`src/rtl/fft_ctrl_pkg.sv`:
```
// ---------------------------------------------------------------------------
// fft_ctrl_pkg
// Shared definitions for the module-1 stage-1 control unit:
//   - state_t     : control FSM states (IDLE, ACTIVE, FLUSH)
//   - DEF_*       : default delay-line depth and frame length
//   - FRM_W/OCC_W : frame-index and occupancy widths for the defaults
// ---------------------------------------------------------------------------
package fft_ctrl_pkg;

  typedef enum logic [1:0] {
    IDLE   = 2'd0,
    ACTIVE = 2'd1,
    FLUSH  = 2'd2
  } state_t;

  localparam int DEF_HALF_DEPTH  = 4;
  localparam int DEF_FRAME_BEATS = 32;

  localparam int FRM_W = $clog2(DEF_FRAME_BEATS);
  localparam int OCC_W = $clog2(DEF_HALF_DEPTH + 1);

endpackage

```
`src/rtl/frame_beat_cnt.sv`:
```
// ---------------------------------------------------------------------------
// frame_beat_cnt
// Modulo-FRAME_BEATS beat counter with enable and synchronous clear.
// Ports:
//   clk, rst : clock, asynchronous active-high reset (count -> 0)
//   en       : advance by one (wraps at FRAME_BEATS-1)
//   clr      : load zero; takes priority over en
//   cnt      : current count
// ---------------------------------------------------------------------------
module frame_beat_cnt
  import fft_ctrl_pkg::*;
#(
  parameter int FRAME_BEATS = DEF_FRAME_BEATS,
  parameter int W           = $clog2(FRAME_BEATS)
) (
  input  logic         clk,
  input  logic         rst,
  input  logic         en,
  input  logic         clr,
  output logic [W-1:0] cnt
);

  always_ff @(posedge clk or posedge rst) begin
    if (rst) begin
      cnt <= '0;
    end else if (clr) begin
      cnt <= '0;
    end else if (en) begin
      cnt <= (cnt == W'(FRAME_BEATS - 1)) ? '0 : cnt + W'(1);
    end
  end

endmodule

```
`src/rtl/cu_mod1_1.sv`:
```
// ---------------------------------------------------------------------------
// cu_mod1_1
// Control unit for module-1 stage 1 (single-delay-feedback butterfly).
// Consumes the stage-0 beat handshake, tracks the frame position and the
// delay-line occupancy, and produces butterfly/rotation enables plus a
// re-timed valid/alert stream with its output-frame beat index.
// Ports:
//   clk, rst   : clock, asynchronous active-high reset
//   valid_in   : beat valid from stage 0
//   alert_in   : frame-start marker, only meaningful with valid_in
//   bf_en      : butterfly add/sub enable for the beat accepted last cycle
//   negj_en    : apply -j rotation to the butterfly output
//   tw_idx     : output-frame beat index, valid with valid_out
//   valid_out  : beat valid to the next module
//   alert_out  : pulse on the first output beat of each frame
//   sync_err   : sticky frame-misalignment flag
// All outputs are registered.
// ---------------------------------------------------------------------------
module cu_mod1_1
  import fft_ctrl_pkg::*;
#(
  parameter int HALF_DEPTH  = DEF_HALF_DEPTH,
  parameter int FRAME_BEATS = DEF_FRAME_BEATS
) (
  input  logic                           clk,
  input  logic                           rst,
  input  logic                           valid_in,
  input  logic                           alert_in,
  output logic                           bf_en,
  output logic                           negj_en,
  output logic [$clog2(FRAME_BEATS)-1:0] tw_idx,
  output logic                           valid_out,
  output logic                           alert_out,
  output logic                           sync_err
);

  localparam int CNT_W  = $clog2(FRAME_BEATS);
  localparam int DEP_W  = $clog2(HALF_DEPTH + 1);
  localparam int BF_BIT = $clog2(HALF_DEPTH);
  localparam int NJ_BIT = $clog2(2 * HALF_DEPTH);

  localparam logic [DEP_W-1:0] OCC_FULL  = DEP_W'(HALF_DEPTH);
  localparam logic [CNT_W-1:0] LAST_BEAT = CNT_W'(FRAME_BEATS - 1);

  state_t           state_reg, state_next;
  logic [DEP_W-1:0] occ_reg, occ_next;
  logic [CNT_W-1:0] frm_cnt, out_cnt;
  logic [CNT_W-1:0] k_inc, k;
  logic             acc, restart, valid_next, sync_set, bf_next, negj_next;

  // frm_cnt holds the index of the most recently accepted beat.
  frame_beat_cnt #(.FRAME_BEATS(FRAME_BEATS)) u_frm_cnt (
    .clk (clk),
    .rst (rst),
    .en  (acc),
    .clr (restart),
    .cnt (frm_cnt)
  );

  // out_cnt numbers the outgoing beats; it only ever wraps, never restarts.
  frame_beat_cnt #(.FRAME_BEATS(FRAME_BEATS)) u_out_cnt (
    .clk (clk),
    .rst (rst),
    .en  (valid_next),
    .clr (1'b0),
    .cnt (out_cnt)
  );

  // State register
  always_ff @(posedge clk or posedge rst) begin
    if (rst) begin
      state_reg <= IDLE;
      occ_reg   <= '0;
    end else begin
      state_reg <= state_next;
      occ_reg   <= occ_next;
    end
  end

  // Next-state logic
  always_comb begin
    state_next = state_reg;
    case (state_reg)
      IDLE:    if (acc) state_next = ACTIVE;
      ACTIVE:  if (acc && (k == LAST_BEAT)) state_next = FLUSH;
      FLUSH: begin
        // A new frame arriving during the drain keeps the pipe full.
        if (acc)                        state_next = ACTIVE;
        else if (occ_reg <= DEP_W'(1))  state_next = IDLE;
      end
      default: state_next = IDLE;
    endcase
  end

  // Output / datapath-control logic (values registered below)
  always_comb begin
    acc        = 1'b0;
    occ_next   = occ_reg;
    valid_next = 1'b0;

    case (state_reg)
      ACTIVE:  acc = valid_in;
      IDLE:    acc = valid_in & alert_in;
      FLUSH:   acc = valid_in & alert_in & (occ_reg != '0);
      default: acc = 1'b0;
    endcase

    restart  = acc & alert_in;
    k_inc    = (frm_cnt == LAST_BEAT) ? '0 : frm_cnt + CNT_W'(1);
    k        = restart ? '0 : k_inc;
    // In ACTIVE the expected index is never 0, so any alert there is a slip.
    sync_set = restart & (state_reg == ACTIVE) & (k_inc != '0);

    bf_next   = acc & k[BF_BIT];
    negj_next = bf_next & k[NJ_BIT];

    if (state_reg == FLUSH) begin
      // Drain one stored beat per cycle; an accepted beat replaces the one
      // leaving, so occupancy holds.
      valid_next = (occ_reg != '0);
      if (!acc && (occ_reg != '0)) occ_next = occ_reg - DEP_W'(1);
    end else if (acc) begin
      if (occ_reg == OCC_FULL) valid_next = 1'b1;
      else                     occ_next   = occ_reg + DEP_W'(1);
    end
  end

  // Registered outputs
  always_ff @(posedge clk or posedge rst) begin
    if (rst) begin
      bf_en     <= 1'b0;
      negj_en   <= 1'b0;
      tw_idx    <= '0;
      valid_out <= 1'b0;
      alert_out <= 1'b0;
      sync_err  <= 1'b0;
    end else begin
      bf_en     <= bf_next;
      negj_en   <= negj_next;
      tw_idx    <= valid_next ? out_cnt : '0;
      valid_out <= valid_next;
      alert_out <= valid_next & (out_cnt == '0);
      sync_err  <= sync_err | sync_set;
    end
  end

endmodule
```
`config.mk`:
```
export PLATFORM = sky130hd
export DESIGN_NAME = cu_mod1_1
export DESIGN_NICKNAME = d
export VERILOG_FILES = /design/src/rtl/fft_ctrl_pkg.sv /design/src/rtl/frame_beat_cnt.sv /design/src/rtl/cu_mod1_1.sv
export SDC_FILE = /design/constraint.sdc
export NUM_CORES = 1
export LEC_CHECK = 0
export ABC_AREA = 1
export CAP_MARGIN = 20
export CORE_MARGIN = 2
export CORE_UTILIZATION = 56
export CTS_CLUSTER_SIZE = 10
export DETAILED_ROUTE_END_ITERATION = 12
export MAX_ROUTING_LAYER = met4
export PLACE_DENSITY = 0.81
export SLEW_MARGIN = 20
export SYNTH_ARGS = -nofsm -noshare
export SYNTH_HDL_FRONTEND = slang
export SYNTH_HIERARCHICAL = 1
export SYNTH_SLANG_ARGS = --single-unit
```
`constraint.sdc`:
```
create_clock -name clk -period 2.05 [get_ports clk]
set_input_delay 0.3075 -clock clk [delete_from_list [all_inputs] [get_ports clk]]
set_output_delay 0.3075 -clock clk [all_outputs]
set_load 0.02 [all_outputs]
```
==> impl_metrics.toml <==
[outcome]
status = "completed"

[pwr]
seqPwrFrac_pct = 44.4
p_clk_share_pct = 14.5
swShare_pct = 40.0
p_leak_nw = 0.906
vdd_drop_max_mv = 0.637
intPower_w = 0.000911
pwr-share-comb_pct = 41.1
switchingPower_w = 0.000608
p_per_area_mw_per_mm2 = 905

[logic_synthesis]
syn_avg_cell_area_sq_um = 7.83
yosysUniqueCellTypes = 23
synth_seq_cells = 25
syn_area_sq_mm = 0.00145
ys_warn_count = 6
synth_cells = 185
seq_area_frac_synth_pct = 43.2

[floorplan]
coreArea_sq_mm = 0.00245
fp.dieW_um = 54.9
die_area_sq_mm = 0.00301
row_count = 18
io_pins = 14
start_util_pct = 59.0
die_height_um = 54.9

[detailed_routing]
drc = 0
first_pass_iters = 4
wire_per_inst_um = 10.7
drtIter0Drc = 18
viasPerCell = 4.96
drtAntennaViolNets = 0
totalWireLength_um = 2530
vias = 1175

[grt]
grt_pass1_wl_um = 4310
overflow = 0
use_met2_pct = 35.3
grt_pass1_vias = 1114
grt_usage_pct = 20.4
antenna_found_initial = 0
met3_usage_pct = 2.46
grt_max_degree = 16
met1_usage_pct = 24.3
top_usage_layer = "met2"

[setup_path]
slowest_delay_ps = 450
arrival_ps = 2060
critPathCaptureType = "flip-flop"
worstPathCellList = "inv_1 -> ha_1 -> nand3_2 -> nand2_4 -> nand3_2 -> nand2_1 -> inv_1 -> nor2_4 -> inv_2 -> nand2_1 -> nand2_1 -> nand2_1 -> inv_1"
critPathLaunchType = "flip-flop"
cp.depth = 13
cpMostUsedCell = "nand2_1"
cp.required_ps = 2280
crit_family = "simple AND/OR/NAND/NOR gates"
critical_path_class = "flip-flop to flip-flop"
ff2ff_path_depth = 13
path_max_fanout = 6
crit_path_top_delay_cell = "dfrtp_1"
path_buf_inv = 4
ff2ff_setup_slack_ps = 210

[final_layout]
syn2layout_area_growth_pct = 15.9
final_common_cell = "nand2_1"
antenna-diode-count = 0
drive_gt1_share_pct = 12.1
design_area_sq_mm = 0.00168
finalNonFillerCells = 237
register_area_sq_um = 626
most-common-layout-cells = "nand2_1 (47), inv_1 (32), dfrtp_1 (25)"
fill_cells = 205
final_nets = 222
largestRegisters = "tw_idx: 5 flops, u_frm_cnt/cnt: 5 flops, u_out_cnt/cnt: 5 flops"
multi_input_comb_area_sq_um = 701

[timing]
slew_violations = 0
fmax_ghz = 0.544
post-route-period-util_pct = 89.6
rsz0062_at_grt = "false"
hold_violations = 0
fin_skew_ps = 3.14
tns_ps = 0
worst_pin_slew_ps = 567
fin_crit_ps = 1840
setup_viol = 0
maxSlewHeadroom_pct = 62.1

[clock_network]
root_buffer = "clkbuf_4"
cts_setup_buffers = 0
clockBufferDepth = 2
cts_made_buffers = 3
path_clk_slew_ps = 140
clk_latency_ps = 310
clkSinkCount = 25
h-tree-depth = 1
cts_tree = "yes"

[min_path]
hold_class = "input pin to asynchronous set/reset pin"

[place]
dp_hpwl_um = 2060
dpl_cell_area_sq_mm = 0.00165
io_buffers = 13
place.gp.congestion = 0.861
dp_cells = 233

[job]
cap_violations = 0
==> repair_timing <==
action                                  4_1_cts  5_1_grt
gates resized for setup                       0        1
hold buffers                                  0        0
endpoints found under the setup margin        0        1
==> cells by family after synthesis <==
logic type	share of synthesized area, %
AND/OR/NAND/NOR	32.6
buffers and inverters	9.33
flip-flops	43.2
adder cells (fa/ha/maj)	8.64
AO/OA/AOI/OAI	3.54
XOR/XNOR	2.42
other	0.259
==> power groups by stage <==
stage	Clock, W	Sequential, W	Combinational [W]
4_1_cts	0.000227	0.000675	0.000626
3_3_place_gp	0	0.000681	0.000598
2_1_floorplan	0	0.000695	0.000438
3_5_place_dp	0	0.000685	0.000624
6_report	0.000221	0.000675	0.000624
5_1_grt	0.000249	0.000689	0.000718
==> path summary, 6_finish.rpt <==
check                           start                to
hold / removal                    rst  u_frm_cnt/cnt[3]
max in group asynchronous         rst      state_reg[1]
min in group clk             sync_err          sync_err
hold reg to reg              sync_err          sync_err
setup / recovery           occ_reg[0]  u_out_cnt/cnt[2]
setup reg to reg           occ_reg[0]  u_out_cnt/cnt[2]
==> per-layer routing <==
metal / up-vias / share of wire, % / routed length, um
met5: - / 0 / 0
met4: 0 / 0.75 / 19
met3: 2 / 2.9 / 74
met2: 14 / 51 / 1300
met1: 552 / 45 / 1140
li1: 607 / - / -
==> layout make-up <==
cell class                 instances  area share (%)
clock buffer                       3            1.34
clock inverter                     1           0.298
sequential                        25            37.3
multi-input combinational        126            41.7
timing repair buffer              16            9.09
tap                               30            2.24
inverter                          36            8.05
==> metrics by stage <==
step	power (W)	hold WS, ps	setup slack (ps)	utilization (%)
6_report	0.00152	234	212	68.4
5_1_grt	0.00166	240	38.8	68.4
4_1_cts	0.00153	232	178	68.2
3_5_place_dp	0.00131	452	123	67.1
3_3_place_gp	0.00128	449	214	67.1
2_1_floorplan	0.00113	86.0	266	-
==> cell usage after synthesis <==
cell type  number  area, sq um
dfrtp_1        25          626
nand2_4         2         22.5
o21ai_1         1         5.00
ha_1           10          125
nand2_1        47          176
a21boi_1        1         7.51
xor2_1          1         8.76
nor3_2          1         10.0
inv_2           4         15.0
inv_1          32          120
nor2_2          3         18.8
o21ai_0         3         15.0
xnor2_1         3         26.3
nand3_1        20          100
nand4_1         3         18.8
a21oi_1         3         15.0
nand3_2         2         20.0
nor3_1          1         5.00
o21ai_2         1         8.76
nor2_4          2         22.5
nand2_2         3         18.8
conb_1          1         3.75
nor2_1         16         60.1
Power figures use the tool's default switching activity.
==> variant 1: new RTL, config.mk and constraints unchanged <==
Put one more register stage on the output `alert_out`, without a reset. The value now appears one clock later. The other outputs are not delayed to match.
--- a/src/rtl/cu_mod1_1.sv
+++ b/src/rtl/cu_mod1_1.sv
@@ -43,2 +43,4 @@
   localparam logic [CNT_W-1:0] LAST_BEAT = CNT_W'(FRAME_BEATS - 1);
+
+  logic alert_s0;
 
@@ -134,3 +136,3 @@
       valid_out <= 1'b0;
-      alert_out <= 1'b0;
+      alert_s0 <= 1'b0;
       sync_err  <= 1'b0;
@@ -141,3 +143,3 @@
       valid_out <= valid_next;
-      alert_out <= valid_next & (out_cnt == '0);
+      alert_s0 <= valid_next & (out_cnt == '0);
       sync_err  <= sync_err | sync_set;
@@ -146,2 +148,6 @@
 
+  always_ff @(posedge clk) begin
+    alert_out <= alert_s0;
+  end
+
 endmodule
Formal check against the unedited RTL: not equivalent (a bounded check fails within 10 cycles, from zero or initial values and one cycle with rst high).
==> variant 1 against the original RTL <==
  * Total power is 6.4% higher
  * Final cell count is 0.84% higher
  * Setup slack worse by 0.054 ns
  * Die area is 2.8% higher
  * Sequential cell count is 1 higher
  * Area after synthesis is 3.0% higher
  * Design area is 4.5% higher
  * Routed wire length is 21% higher
  * Utilization is 1.8 points higher
  * Maximum frequency is 2.9% lower
  * Sequential power is 2% higher
==> variant 1: results (changes against the original RTL) <==
| Metric | Value |
|---|---|
| Vias in the first global route | 1,257 (+13%) |
| Synth Warn # | 6 (unchanged) |
| DRT iter0 DRCs | 64 (+46) |
| Pleak | 0.000929 uW (+2.5%) |
| Worst slew pin tran | 0.586 ns (+0.0186 ns) |
| Post-Synth XOR/XNOR Area | 0.0293 (+0.00516) |
| Final Net Count | 224 (+0.90%) |
| VDD IR max | 0.711 mV (+12%) |
| Kind of cell adding the most delay to the critical path | simple AND/OR/NAND/NOR gates |
| Total GRT Usage | 0.217 (+0.0138) |
| R2R cell count | 13 (unchanged) |
| Htree depth | 1 (unchanged) |
| First-pass GRT wire length | 5.28 mm (+23%) |
| M1 GR Usage | 0.258 (+0.0145) |
| Met2 Track Usage GR | 0.384 (+0.0312) |
| Gpl congestion | 0.890 (+3.4%) |
| Synth cell count leaders | 45 x nand2_1, 28 x inv_1, 25 x dfrtp_1 |
| DP Wirelength | 2.34 mm (+14%) |
| Status | finished, final reports clean |
| FFs w/ async S/R, synth | 0.962 (-0.0385) |
| Compound-gate portion of the synthesized area | 0.0235 (-0.0119) |
| Layout Skew | 0.0141 ns (+0.0110 ns) |
| Clock share of power | 0.217 (+0.072) |
| R2R setup slack | 0.16 ns (-0.05 ns) |
| Drt via density | 5.29 (+6.7%) |
| Sequential share of power | 0.424 (-0.020) |
| Routed wire length | 3.06 mm (+21%) |
| Main area contributors after synthesis | dfrtp_1 42%, nand2_1 11%, ha_1 8.4% |
| Initial antenna violation count | 0 (unchanged) |
| Filler instances | 186 (-9.3%) |
| Synth Area in Adders | 0.0838 (-0.00253) |
| Top power group | registers |
| Post-Route M1 WL | 1.32 mm (+16%) |
| DP Cell Count | 233 (unchanged) |
| Avg Cell Area, Syn | 7.98 um2 (+1.9%) |
| Pint | 1030 uW (+13%) |
| DR pass1 iterations | 4 (unchanged) |
| Met2 WL | 1.58 mm (+22%) |
| Library cells used by synthesis | 23 (unchanged) |
| Clock Tree Buf Depth | 2 (unchanged) |
| Vias post-DR | 1,264 (+7.6%) |
| Cts bufs inserted | 3 (unchanged) |
| Crit Path Max Fanout | 7 (+1) |
| FF-to-FF Start | occ_reg[0]$_DFFE_PP0P_ |
| M3 GR Usage | 0.0233 (-0.00133) |
| Mux contribution to synthesized area | 0 (unchanged) |
| Met3 Wirelength | 115 um (+55%) |
| Crit path kind | flip-flop to flip-flop |
| Register area share after synthesis | 0.433 (+0.000744) |
| Share of cells above drive strength 1 | 0.153 (+0.0323) |
| Critical Path AT | 2.12 ns (+0.06 ns) |
variant 1: stage by stage:
| stage | hold WS [ns] | instance area, um2 | setup WS, ns | power (uW) | util |
|---|---|---|---|---|---|
| after global placement | 0.325 | 1680 | 0.222 | 1190 | 0.670 |
| after CTS | 0.245 | 1730 | 0.0707 | 1580 | 0.691 |
| after global routing | 0.256 | 1760 | 0.00641 | 1740 | 0.702 |
| final | 0.242 | 1760 | 0.158 | 1620 | 0.702 |
| after floorplan | 0.0860 | 1500 | 0.363 | 1090 | - |
| after detailed placement | 0.336 | 1680 | 0.0827 | 1220 | 0.670 |
variant 1: cell type report:
class / instances / share of cell area
clock buffers: 3 / 0.0128
clock inverters: 1 / 0.0171
inverters: 36 / 0.0770
multi-input cells: 126 / 0.413
flip-flops and latches: 26 / 0.368
well taps: 30 / 0.0214
repair buffers: 17 / 0.0912
variant 1: what timing repair did:
| item | in CTS | in global routing |
|---|---|---|
| buffers inserted | 0 | 2 |
| gates resized for setup | 0 | 3 |
| setup endpoints to repair | 0 | 2 |
==> variant 2: new RTL, same flow settings <==
Made on the original files. `DEF_FRAME_BEATS`: 32 -> 64.
--- a/src/rtl/fft_ctrl_pkg.sv
+++ b/src/rtl/fft_ctrl_pkg.sv
@@ -16,3 +16,3 @@
   localparam int DEF_HALF_DEPTH  = 4;
-  localparam int DEF_FRAME_BEATS = 32;
+  localparam int DEF_FRAME_BEATS = 64;
 
Ports: changed (resized tw_idx); port bits go from 14 to 15. No check against the original RTL was run, so the function may have changed too.
==> variant 2 against the original RTL <==
  * The run now ends with DRC left
  * Design area rose by 16%
  * Routed wire length up 28%
  * Combinational power rose by 13%
  * First-iteration DRC count rose to 4.1 times the old value
  * Sequential cell count increased by 3
  * Total power grew 22%
  * Via count up 19%
  * Setup slack got worse by 0.082 ns
  * Area after synthesis increased by 17%
  * Highest routed layer unchanged
==> variant 2: results (changes against the original RTL) <==
| Metric | Value |
|---|---|
| Synth cell count leaders | 43 x nand2_1, 32 x inv_1, 28 x dfrtp_1 |
| Layout Skew | 0.00336 ns (+0.000219 ns) |
| Number of antenna diodes | 0 (unchanged) |
| DRC viols | 1 (+1) |
| First-pass GRT wire length | 5.80 mm (+35%) |
| Vias in the first global route | 1,359 (+22%) |
| Final setup violation count | 0 (unchanged) |
| Pleak | 0.000955 uW (+5.3%) |
| Main area contributors after synthesis | dfrtp_1 41%, nand2_1 9.5%, inv_1 7.1% |
| Share of cells above drive strength 1 | 0.169 (+0.0487) |
| Fin Setup TNS | 0 ns (unchanged) |
| DR pass1 iterations | 8 (+4) |
| Status | finished, violations left |
| Failing checks | DRC |
| Final Net Count | 248 (+12%) |
| Pre-CTS setup slack | 0.0133 ns (-0.110 ns) |
| Htree depth | 1 (unchanged) |
| Clock Tree Buf Depth | 2 (unchanged) |
| Library cells used by synthesis | 29 (+26%) |
| Clk slew on worst S/H paths | 0.15 ns |
| Drt via density | 5.22 (+5.4%) |
| Clk Latency, worst-skew pair | 0.32 ns |
| Register area share after synthesis | 0.414 (-0.0179) |
| Biggest regs | tw_idx (6), u_frm_cnt/cnt (6), u_out_cnt/cnt (6) |
| Largest net degree at the start of global routing | 17 (+1) |
| Initial antenna violation count | 0 (unchanged) |
| Crit Path Max Fanout | 6 (unchanged) |
| Synth Warn # | 6 (unchanged) |
| VDD IR max | 0.462 mV (-27%) |
| Slew HR | 0.587 (-0.0347) |
| CTS root buffer | clkbuf_4 |
| DRT iter0 DRCs | 74 (+56) |
| PortBufs | 14 (+1) |
| Total GRT Usage | 0.220 (+0.0162) |
| Top FF cell, synth | dfrtp_1 |
| Avg WL per Cell | 12.2 um (+14%) |
| DP Wirelength | 2.50 mm (+21%) |
| Critical Path AT | 2.15 ns (+0.09 ns) |
| FFs w/ async S/R, synth | 1.00 (unchanged) |
| Path type of the worst min-delay path | primary input to asynchronous set/reset pin |
| Gpl congestion | 0.866 (+0.53%) |
| Cts bufs inserted | 3 (unchanged) |
## variant 2: cell count changes in the layout (fill, tap and decap cells not counted), sizes merged, moves of 3 or more
cell   unedited run  this run
nor2             21        25
inv              36        39
nand4             3         9
nand3            22        19
ha               10         7
dfrtp            25        28
a21oi             3        14
## variant 2: report_power, final
part	leakage [uW]	total [uW]	switching, uW	internal (uW)
logic	0.000556	706	404	302
registers	0.000371	788	146	641
clock network	0.0000279	358	161	198
total	0.000955	1850	711	1140
## variant 2: layer usage
layer / vias up / routed length, um / GRT usage
li1: 723 / - / -
met1: 630 / 1540 / 0.313
met2: 38 / 1530 / 0.338
met3: 4 / 142 / 0.0197
met4: 0 / 35 / 0.0617
met5: - / 0 / -
## variant 2: worst max-delay path, cell delays in order (launching register included)
cell and delay, ns:
dfrtp_1 0.42, inv_1 0.08, ha_1 0.19, inv_2 0.08, nor2_4 0.12, nand2_1 0.08
nand2_2 0.10, nand2_4 0.06, inv_4 0.06, o21ai_2 0.05, o21ai_2 0.08, inv_2 0.08
nor2_4 0.13, inv_2 0.09, a21oi_1 0.18, a21oi_2 0.04
## variant 2: logic make-up (layout without fill, tap and decap cells)
family,count (synthesis),after routing,synth area share
AND/OR/NAND/NOR,105,105,0.304
buffers and inverters,43,64,0.102
flip-flops,28,28,0.414
AO/OA/AOI/OAI,25,25,0.101
adder cells (fa/ha/maj),7,7,0.0517
XOR/XNOR,5,5,0.0259
other,1,2,0.00222
## variant 2: path summary, 6_finish.rpt
kind / cells past startpoint / to / start / slack [ns]
max: 15 / u_out_cnt/cnt[3]$_DFFE_PP0P_ / occ_reg[1]$_DFFE_PP0P_ / 0.13
min: 2 / u_out_cnt/cnt[3]$_DFFE_PP0P_ / rst / 0.24
max reg2reg: 15 / u_out_cnt/cnt[3]$_DFFE_PP0P_ / occ_reg[1]$_DFFE_PP0P_ / 0.13
min reg2reg: 2 / sync_err$_DFF_PP0_ / sync_err$_DFF_PP0_ / 0.49
max in group asynchronous: 2 / state_reg[1]$_DFFE_PP0P_ / rst / 1.26
min in group clk: 2 / sync_err$_DFF_PP0_ / sync_err$_DFF_PP0_ / 0.49
## variant 2: final cells by class
cell class                 instances  area, um2
multi-input combinational        144        828
clock buffer                       3       22.5
inverter                          41        156
sequential                        28        701
fill                             229        851
clock inverter                     1       30.0
timing repair buffer              19        178
tap                               31       38.8
## variant 2: metrics by stage
stage                util  instance area, um2  std cells
finish              0.697                1950        267
detailed placement  0.674                1890        262
global placement    0.674                1890        262
global route        0.697                1950        267
floorplan               -                1700        215
CTS                 0.692                1940        266
## variant 2: repair_timing
item	4_1_cts	5_1_grt
gates resized for setup	0	2
setup endpoints to repair	0	4
setup buffers	0	1
